**config.mk**
```make
export PLATFORM = sky130hd
export DESIGN_NAME = vegeta_seq_ctrl_fp6
export DESIGN_NICKNAME = d
export VERILOG_FILES = /design/src/rtl/vegeta_seq_ctrl_fp6_pkg.sv /design/src/rtl/vegeta_seq_ctrl_fp6_valid_delay.sv /design/src/rtl/vegeta_seq_ctrl_fp6.sv
export SDC_FILE = /design/constraint.sdc
export NUM_CORES = 1
export LEC_CHECK = 0
export ABC_AREA = 1
export ABC_CLOCK_PERIOD_IN_PS = 4800
export BUFFER_PORTS_ARGS = -buffer_cell sky130_fd_sc_hd__buf_2
export CORE_AREA = 2 2 128 130
export DETAILED_ROUTE_END_ITERATION = 8
export DIE_AREA = 0 0 130 132
export PLACE_DENSITY = 0.54
export SLEW_MARGIN = 20
export SYNTH_ARGS = -nofsm -noshare
export SYNTH_HDL_FRONTEND = slang
export SYNTH_SLANG_ARGS = --single-unit
```
**constraint.sdc**
```tcl
create_clock -name clk -period 4.8 [get_ports clk]
set_input_delay 0.72 -clock clk [delete_from_list [all_inputs] [get_ports clk]]
set_output_delay 0.72 -clock clk [all_outputs]
set_load 0.05 [all_outputs]
```
**src/rtl/vegeta_seq_ctrl_fp6_pkg.sv**
```systemverilog
// Shared types and constants for the FP6 VEGETA sequencer.
package vTPU_pkg_fp6;

    // Default array geometry; modules take these as parameter defaults.
    localparam int X_SCALED_DEF  = 4;
    localparam int Y_SCALED_DEF  = 4;
    localparam int ADDER_LAT_DEF = 2;
    localparam int CNT_W_DEF     = 12;

    // Issue-to-last-column latency span of the array plus adder trees.
    localparam int PIPE_LAT = X_SCALED_DEF + Y_SCALED_DEF + ADDER_LAT_DEF;

    typedef enum logic [1:0] {
        IDLE   = 2'd0,
        WLOAD  = 2'd1,
        STREAM = 2'd2,
        DRAIN  = 2'd3
    } seq_state_e;

    localparam logic [1:0] GEMM_DENSE = 2'd0;
    localparam logic [1:0] GEMM_2_4   = 2'd1;
    localparam logic [1:0] GEMM_1_4   = 2'd2;
    localparam logic [1:0] GEMM_RSVD  = 2'd3;

    // Only the reserved encoding is rejected.
    function automatic logic gemm_mode_legal(input logic [1:0] gm);
        return gm != GEMM_RSVD;
    endfunction

endpackage

```
**src/rtl/vegeta_seq_ctrl_fp6_valid_delay.sv**
```systemverilog
// Valid-bit shift register with a tap per delay: o_taps[k] is i_in delayed k cycles.
module vegeta_valid_delay #(
    parameter int DEPTH = 4
) (
    input  logic             clk,
    input  logic             rst,
    input  logic             i_in,
    output logic [DEPTH-1:0] o_taps
);

    logic [DEPTH-1:1] r_sr;

    // Shift the valid bit one stage per cycle; reset drops everything in flight.
    // NOTE: this chain carries valid bits, so it is reset (unlike a data pipe),
    // and its stages use non-blocking assignments so each reads last cycle's neighbour.
    always_ff @(posedge clk or posedge rst) begin
        if (rst) begin
            r_sr <= '0;
        end else begin
            r_sr[1] <= i_in;
            for (int k = 2; k < DEPTH; k++) begin
                r_sr[k] <= r_sr[k-1];
            end
        end
    end

    assign o_taps = {r_sr, i_in};

endmodule

```
**src/rtl/vegeta_seq_ctrl_fp6.sv**
```systemverilog
// Job sequencer for the FP6 VEGETA systolic array: weight load with shadow
// buffer ping-pong, skewed activation issue, drain and column-valid strobes.
module vegeta_seq_ctrl_fp6
    import vTPU_pkg_fp6::*;
#(
    parameter int X_SCALED  = X_SCALED_DEF,
    parameter int Y_SCALED  = Y_SCALED_DEF,
    parameter int ADDER_LAT = ADDER_LAT_DEF,
    parameter int CNT_W     = CNT_W_DEF
) (
    input  logic                clk,
    input  logic                rst,
    input  logic                cmd_valid,
    output logic                cmd_ready,
    input  logic [1:0]          cmd_mode,
    input  logic [1:0]          cmd_gemm_mode,
    input  logic [CNT_W-1:0]    cmd_num_wtiles,
    input  logic [CNT_W-1:0]    cmd_num_rows,
    input  logic [7:0]          cmd_input_scale,
    input  logic [7:0]          cmd_weight_scale,
    input  logic                act_avail,
    output logic                w_rd_en,
    output logic                weight_transferring_in,
    output logic                i_wb,
    output logic [1:0]          mode,
    output logic [1:0]          gemm_mode,
    output logic [7:0]          input_scale,
    output logic [7:0]          weight_scale,
    output logic [X_SCALED-1:0] act_row_en,
    output logic [Y_SCALED-1:0] col_valid,
    output logic                busy,
    output logic                done,
    output logic                err
);

    localparam int PIPE_D = X_SCALED + Y_SCALED + ADDER_LAT;
    localparam int WL_W   = (X_SCALED > 1) ? $clog2(X_SCALED) : 1;

    seq_state_e       r_state, w_state_nxt;
    logic [WL_W-1:0]  r_wl_cnt;
    logic [CNT_W-1:0] r_row_cnt, r_tile_cnt, r_num_rows, r_num_wtiles;
    logic [1:0]       r_mode, r_gemm_mode;
    logic [7:0]       r_input_scale, r_weight_scale;
    logic             r_wb, r_wt, r_err, r_err_done;
    logic             w_accept, w_illegal, w_issue, w_last_row, w_last_wl;
    logic             w_pipe_empty, w_more_tiles, w_drain_done, w_next_tile;
    logic [PIPE_D-1:0] w_col_taps;

    assign w_accept     = cmd_valid && cmd_ready;
    assign w_illegal    = (cmd_num_wtiles == '0) || (cmd_num_rows == '0) ||
                          !gemm_mode_legal(cmd_gemm_mode);
    assign w_issue      = (r_state == STREAM) && act_avail;
    assign w_last_row   = (r_row_cnt == r_num_rows - CNT_W'(1));
    assign w_last_wl    = (r_wl_cnt == WL_W'(X_SCALED - 1));
    assign w_pipe_empty = ~|w_col_taps;
    assign w_more_tiles = ({1'b0, r_tile_cnt} + (CNT_W+1)'(1)) < {1'b0, r_num_wtiles};
    assign w_drain_done = (r_state == DRAIN) && w_pipe_empty && !w_more_tiles;
    assign w_next_tile  = (r_state == DRAIN) && w_pipe_empty && w_more_tiles;

    // Next-state decode for the job FSM.
    // NOTE: defaulting w_state_nxt first keeps this block free of inferred latches.
    always_comb begin
        w_state_nxt = r_state;
        case (r_state)
            IDLE:    if (w_accept && !w_illegal) w_state_nxt = WLOAD;
            WLOAD:   if (w_last_wl) w_state_nxt = STREAM;
            STREAM:  if (w_issue && w_last_row) w_state_nxt = DRAIN;
            DRAIN:   if (w_pipe_empty) w_state_nxt = w_more_tiles ? WLOAD : IDLE;
            default: w_state_nxt = IDLE;
        endcase
    end

    // FSM state register.
    always_ff @(posedge clk or posedge rst) begin
        if (rst) r_state <= IDLE;
        else     r_state <= w_state_nxt;
    end

    // Descriptor capture on acceptance; err is sticky until the next accepted command.
    always_ff @(posedge clk or posedge rst) begin
        if (rst) begin
            r_mode         <= '0;
            r_gemm_mode    <= '0;
            r_input_scale  <= '0;
            r_weight_scale <= '0;
            r_num_rows     <= '0;
            r_num_wtiles   <= '0;
            r_err          <= 1'b0;
            r_err_done     <= 1'b0;
        end else begin
            r_err_done <= w_accept && w_illegal;
            if (w_accept) begin
                r_mode         <= cmd_mode;
                r_gemm_mode    <= cmd_gemm_mode;
                r_input_scale  <= cmd_input_scale;
                r_weight_scale <= cmd_weight_scale;
                r_num_rows     <= cmd_num_rows;
                r_num_wtiles   <= cmd_num_wtiles;
                r_err          <= w_illegal;
            end
        end
    end

    // Weight-load, row and tile counters plus the shadow buffer select.
    always_ff @(posedge clk or posedge rst) begin
        if (rst) begin
            r_wl_cnt   <= '0;
            r_row_cnt  <= '0;
            r_tile_cnt <= '0;
            r_wb       <= 1'b0;
        end else if (w_accept) begin
            r_wl_cnt   <= '0;
            r_row_cnt  <= '0;
            r_tile_cnt <= '0;
            r_wb       <= 1'b0;
        end else begin
            if (r_state == WLOAD) r_wl_cnt <= w_last_wl ? '0 : r_wl_cnt + WL_W'(1);
            if (w_issue)          r_row_cnt <= w_last_row ? '0 : r_row_cnt + CNT_W'(1);
            if (w_next_tile) begin
                r_wb       <= ~r_wb;
                r_tile_cnt <= r_tile_cnt + CNT_W'(1);
            end
        end
    end

    // Weight data arrives one cycle after the SRAM read strobe.
    always_ff @(posedge clk or posedge rst) begin
        if (rst) r_wt <= 1'b0;
        else     r_wt <= w_rd_en;
    end

    vegeta_valid_delay #(.DEPTH(X_SCALED)) u_row_skew (
        .clk    (clk),
        .rst    (rst),
        .i_in   (w_issue),
        .o_taps (act_row_en)
    );

    vegeta_valid_delay #(.DEPTH(PIPE_D)) u_col_delay (
        .clk    (clk),
        .rst    (rst),
        .i_in   (w_issue),
        .o_taps (w_col_taps)
    );

    // Column c sees an issue X_SCALED+ADDER_LAT+c cycles later.
    assign col_valid              = w_col_taps[PIPE_D-1 -: Y_SCALED];
    assign cmd_ready              = (r_state == IDLE);
    assign busy                   = (r_state != IDLE);
    assign w_rd_en                = (r_state == WLOAD);
    assign weight_transferring_in = r_wt;
    assign i_wb                   = r_wb;
    assign mode                   = r_mode;
    assign gemm_mode              = r_gemm_mode;
    assign input_scale            = r_input_scale;
    assign weight_scale           = r_weight_scale;
    assign err                    = r_err;
    assign done                   = r_err_done | w_drain_done;

endmodule
```
==> metrics.txt <==
First-pass DRT Iterations 4; CTS tree done; clock skew roughly 0.0083 ns; sw frac 0.467; Rows 46; Setup-failing EPs final 0; first-pass GRT wire length 18.9 mm; hold slack 0.382 ns; endpoints failing hold 0; Internal 1850 uW; Syn-to-layout area delta 19.1%; worst hold stages 0; startpoint type of the worst setup path register; Initial Utilization 0.296; placed cell area 5200 um2; worst reg-to-reg path cell count 16; number of global-route vias before repair 3837; Slew headroom 0.409; via count 3872; Avg Inst Size Synth 7.88 um2; unrepaired setup endpoints after global routing false; run status finished clean; Post-Route Utilization 0.352; Pleak 0.00294 uW; Die Span Y 132 um; Max Buffers Root-to-Sink 2; Reg power frac 0.327; die area roughly 17000 um2; latest clock arrival within the worst-skew pair approximately 0.35 ns; post-DR wirelength/cell 12.8 um; gr usage total 0.140; DR vias/cell about 4.4; cts hold-fix bufs 0; Slew Viols, Final 0; Least-Margin Pin Slew 0.885 ns; Synth Cell Area 4650 um2; CP arrival 2.93 ns; clk sinks 85; Required @ worst endpoint a little over 4 ns; slowest stage cell, crit path dfrtp_1; post-DP HPWL 8.38 mm; clock slew at reported path FFs about 0.07 ns; grt total ovfl 0; Final period util 0.760; Total Wirelength 11.3 mm; sequential area share after synthesis 0.458; synth unique cells 31; H-tree level count 3; register bit count reported by yosys 85; Critical Path Fanout Max 6; Clk pwr share 0.225; Die W about 130 um; setup bufs post-CTS 0; Logic pwr share 0.448; PostCTS Resize Cnt 0; antenna violations before repair 0; Sequential Area 2130 um2; layout cells sized above 1 0.193; global route hottest layer met2; class of the worst hold path register to register; met1 Resource Use GR 0.191; Multi-input gate area roughly 2100 um2; Detail Route Antenna Nets 0; CTS Buf Count 9; largest net degree at the start of global routing 60; met2 Use GR 0.223; CORE AREA 15700 um2; I/O Buffers between 80 and 90; Design Area, Final about 5500 um2; Worst setup EP type output port; synthesis warning total 0; number of remaining DRC errors 0; fillers roughly 1700; final RePlAce weighted congestion 0.875; max incr delay on CP 0.43 ns; # nets final 730; Setup TNS 0 ns; Cells after Synth 590; root buffer cell clkbuf_16; number of max-cap violations 0; Mapped Nets 658; Achievable Freq roughly 270 MHz; Pwr Density 629 nW/um2; switching pwr 1630 uW; worst-path cell chain nand3_1, nor2_1, inv_1, nor2_1, nand3_1, xnor2_1, ha_1, inv_1, nor2_1, nand4_1, o21ai_0, nor2_1, nand2_1, a21o_1, buf_2; met3 usage 0.0341; ANT cells 0; Final min period 3.65 ns; top-level I/O count 83; DRT iter0 DRCs 175; Worst VDD drop 0.225 mV; Crit path top cell by count nor2_1; crit path kind register to output port
critical path: cells and delay by family (launching register included):
kind / cells / cell delay (ns)
buffers and inverters: 3 / 0.38
flip-flops: 1 / 0.43
adder cells (fa/ha/maj): 1 / 0.28
AO/OA/AOI/OAI: 2 / 0.30
XOR/XNOR: 1 / 0.17
AND/OR/NAND/NOR: 8 / 1.04
final cells by class:
class,count,share of cell area
clock buffer,10,0.0432
timing repair buffer,84,0.0768
sequential,85,0.384
inverter,73,0.0497
tap,216,0.0488
multi-input combinational,409,0.380
clock inverter,6,0.0169
synth_stat cells:
cell type	number	area (um2)
xor2_1	14	123
nand4_1	14	87.6
nand2_2	3	18.8
nand3_2	4	40.0
nor3_1	2	10.0
nor2_1	30	113
inv_1	70	263
a211oi_1	1	7.51
clkbuf_4	1	7.51
nand3b_1	3	22.5
o21ai_0	36	180
inv_2	3	11.3
xnor2_1	4	35.0
buf_1	1	3.75
or2_2	2	12.5
nand3_1	44	220
nor4_2	1	12.5
ha_1	20	250
buf_4	8	60.1
nand2_1	185	694
o21ai_2	1	8.76
dfrtp_1	85	2130
nor2_2	10	62.6
clkbuf_1	10	37.5
nor4_1	7	43.8
buf_6	3	33.8
a21oi_1	14	70.1
nor2_4	2	22.5
o211ai_2	1	12.5
a21o_1	1	7.51
o21ai_1	10	50.1
layer usage:
metal	wire length (um)	part of all wire
met5	0	0
met4	114	0.010
met3	423	0.037
met2	5230	0.46
met1	5520	0.49
path summary, 6_finish.rpt:
check,start,endpoint,slack [ns]
min in group asynchronous,rst,input_scale[0],0.53
worst max register to register,r_tile_cnt[0],r_tile_cnt[3],1.73
worst max-delay path,r_tile_cnt[0],done,1.15
worst min-delay path,u_col_delay.r_sr[5],u_col_delay.r_sr[6],0.38
worst min register to register,u_col_delay.r_sr[5],u_col_delay.r_sr[6],0.38
max in group asynchronous,rst,u_col_delay.r_sr[5],3.26
stage by stage:
| stage | total power (uW) | setup slack (ns) | instances |
|---|---|---|---|
| after floorplan | 2360 | 1.80 | 590 |
| after global placement | 2730 | 1.54 | 867 |
| after detailed placement | 2730 | 1.50 | 867 |
| after CTS | 3540 | 1.10 | 883 |
| after global routing | 3770 | 0.793 | 883 |
| final | 3480 | 1.15 | 883 |
power groups by stage:
stage	sequential, uW	clock [uW]	combinational (uW)
2_1_floorplan	1440	0	928
3_3_place_gp	1150	0	1570
3_5_place_dp	1150	0	1580
4_1_cts	1140	811	1590
5_1_grt	1170	839	1750
6_report	1140	784	1560
sequential cells by signal, indices dropped and copies added (netlist names):
| signal | count |
|---|---|
| r_num_wtiles | 12 |
| r_row_cnt | 12 |
| gemm_mode | 2 |
| weight_transferring_in | 1 |
| i_wb | 1 |
| u_col_delay.r_sr | 9 |
| mode | 2 |
| err | 1 |
| r_wl_cnt | 2 |
| r_state | 2 |
| r_err_done | 1 |
| r_num_rows | 12 |
| r_tile_cnt | 12 |
| weight_scale | 8 |
| input_scale | 8 |
kinds of logic (layout without fill, tap and decap cells):
kind of cell,count (synthesis),count (layout),synth area share
compound gates,64,64,0.0724
xor+xnor,18,18,0.0339
fa+ha+maj,20,20,0.0538
buf+inv,96,173,0.0896
flops,85,85,0.458
simple gates,307,307,0.293
placed cells by master, fill, tap and decap left out, drive strengths merged:
cell	n
clkbuf	10
o211ai	1
a21oi	14
buf	84
xnor2	4
xor2	14
a21o	1
dfrtp	85
nand4	14
or2	2
bufinv	2
o21ai	47
nand2	188
inv	74
clkinv	2
clkinvlp	1
ha	20
a211oi	1
nor3	2
nor4	8
nor2	42
nand3	48
nand3b	3
Power figures use the tool's default switching activity.
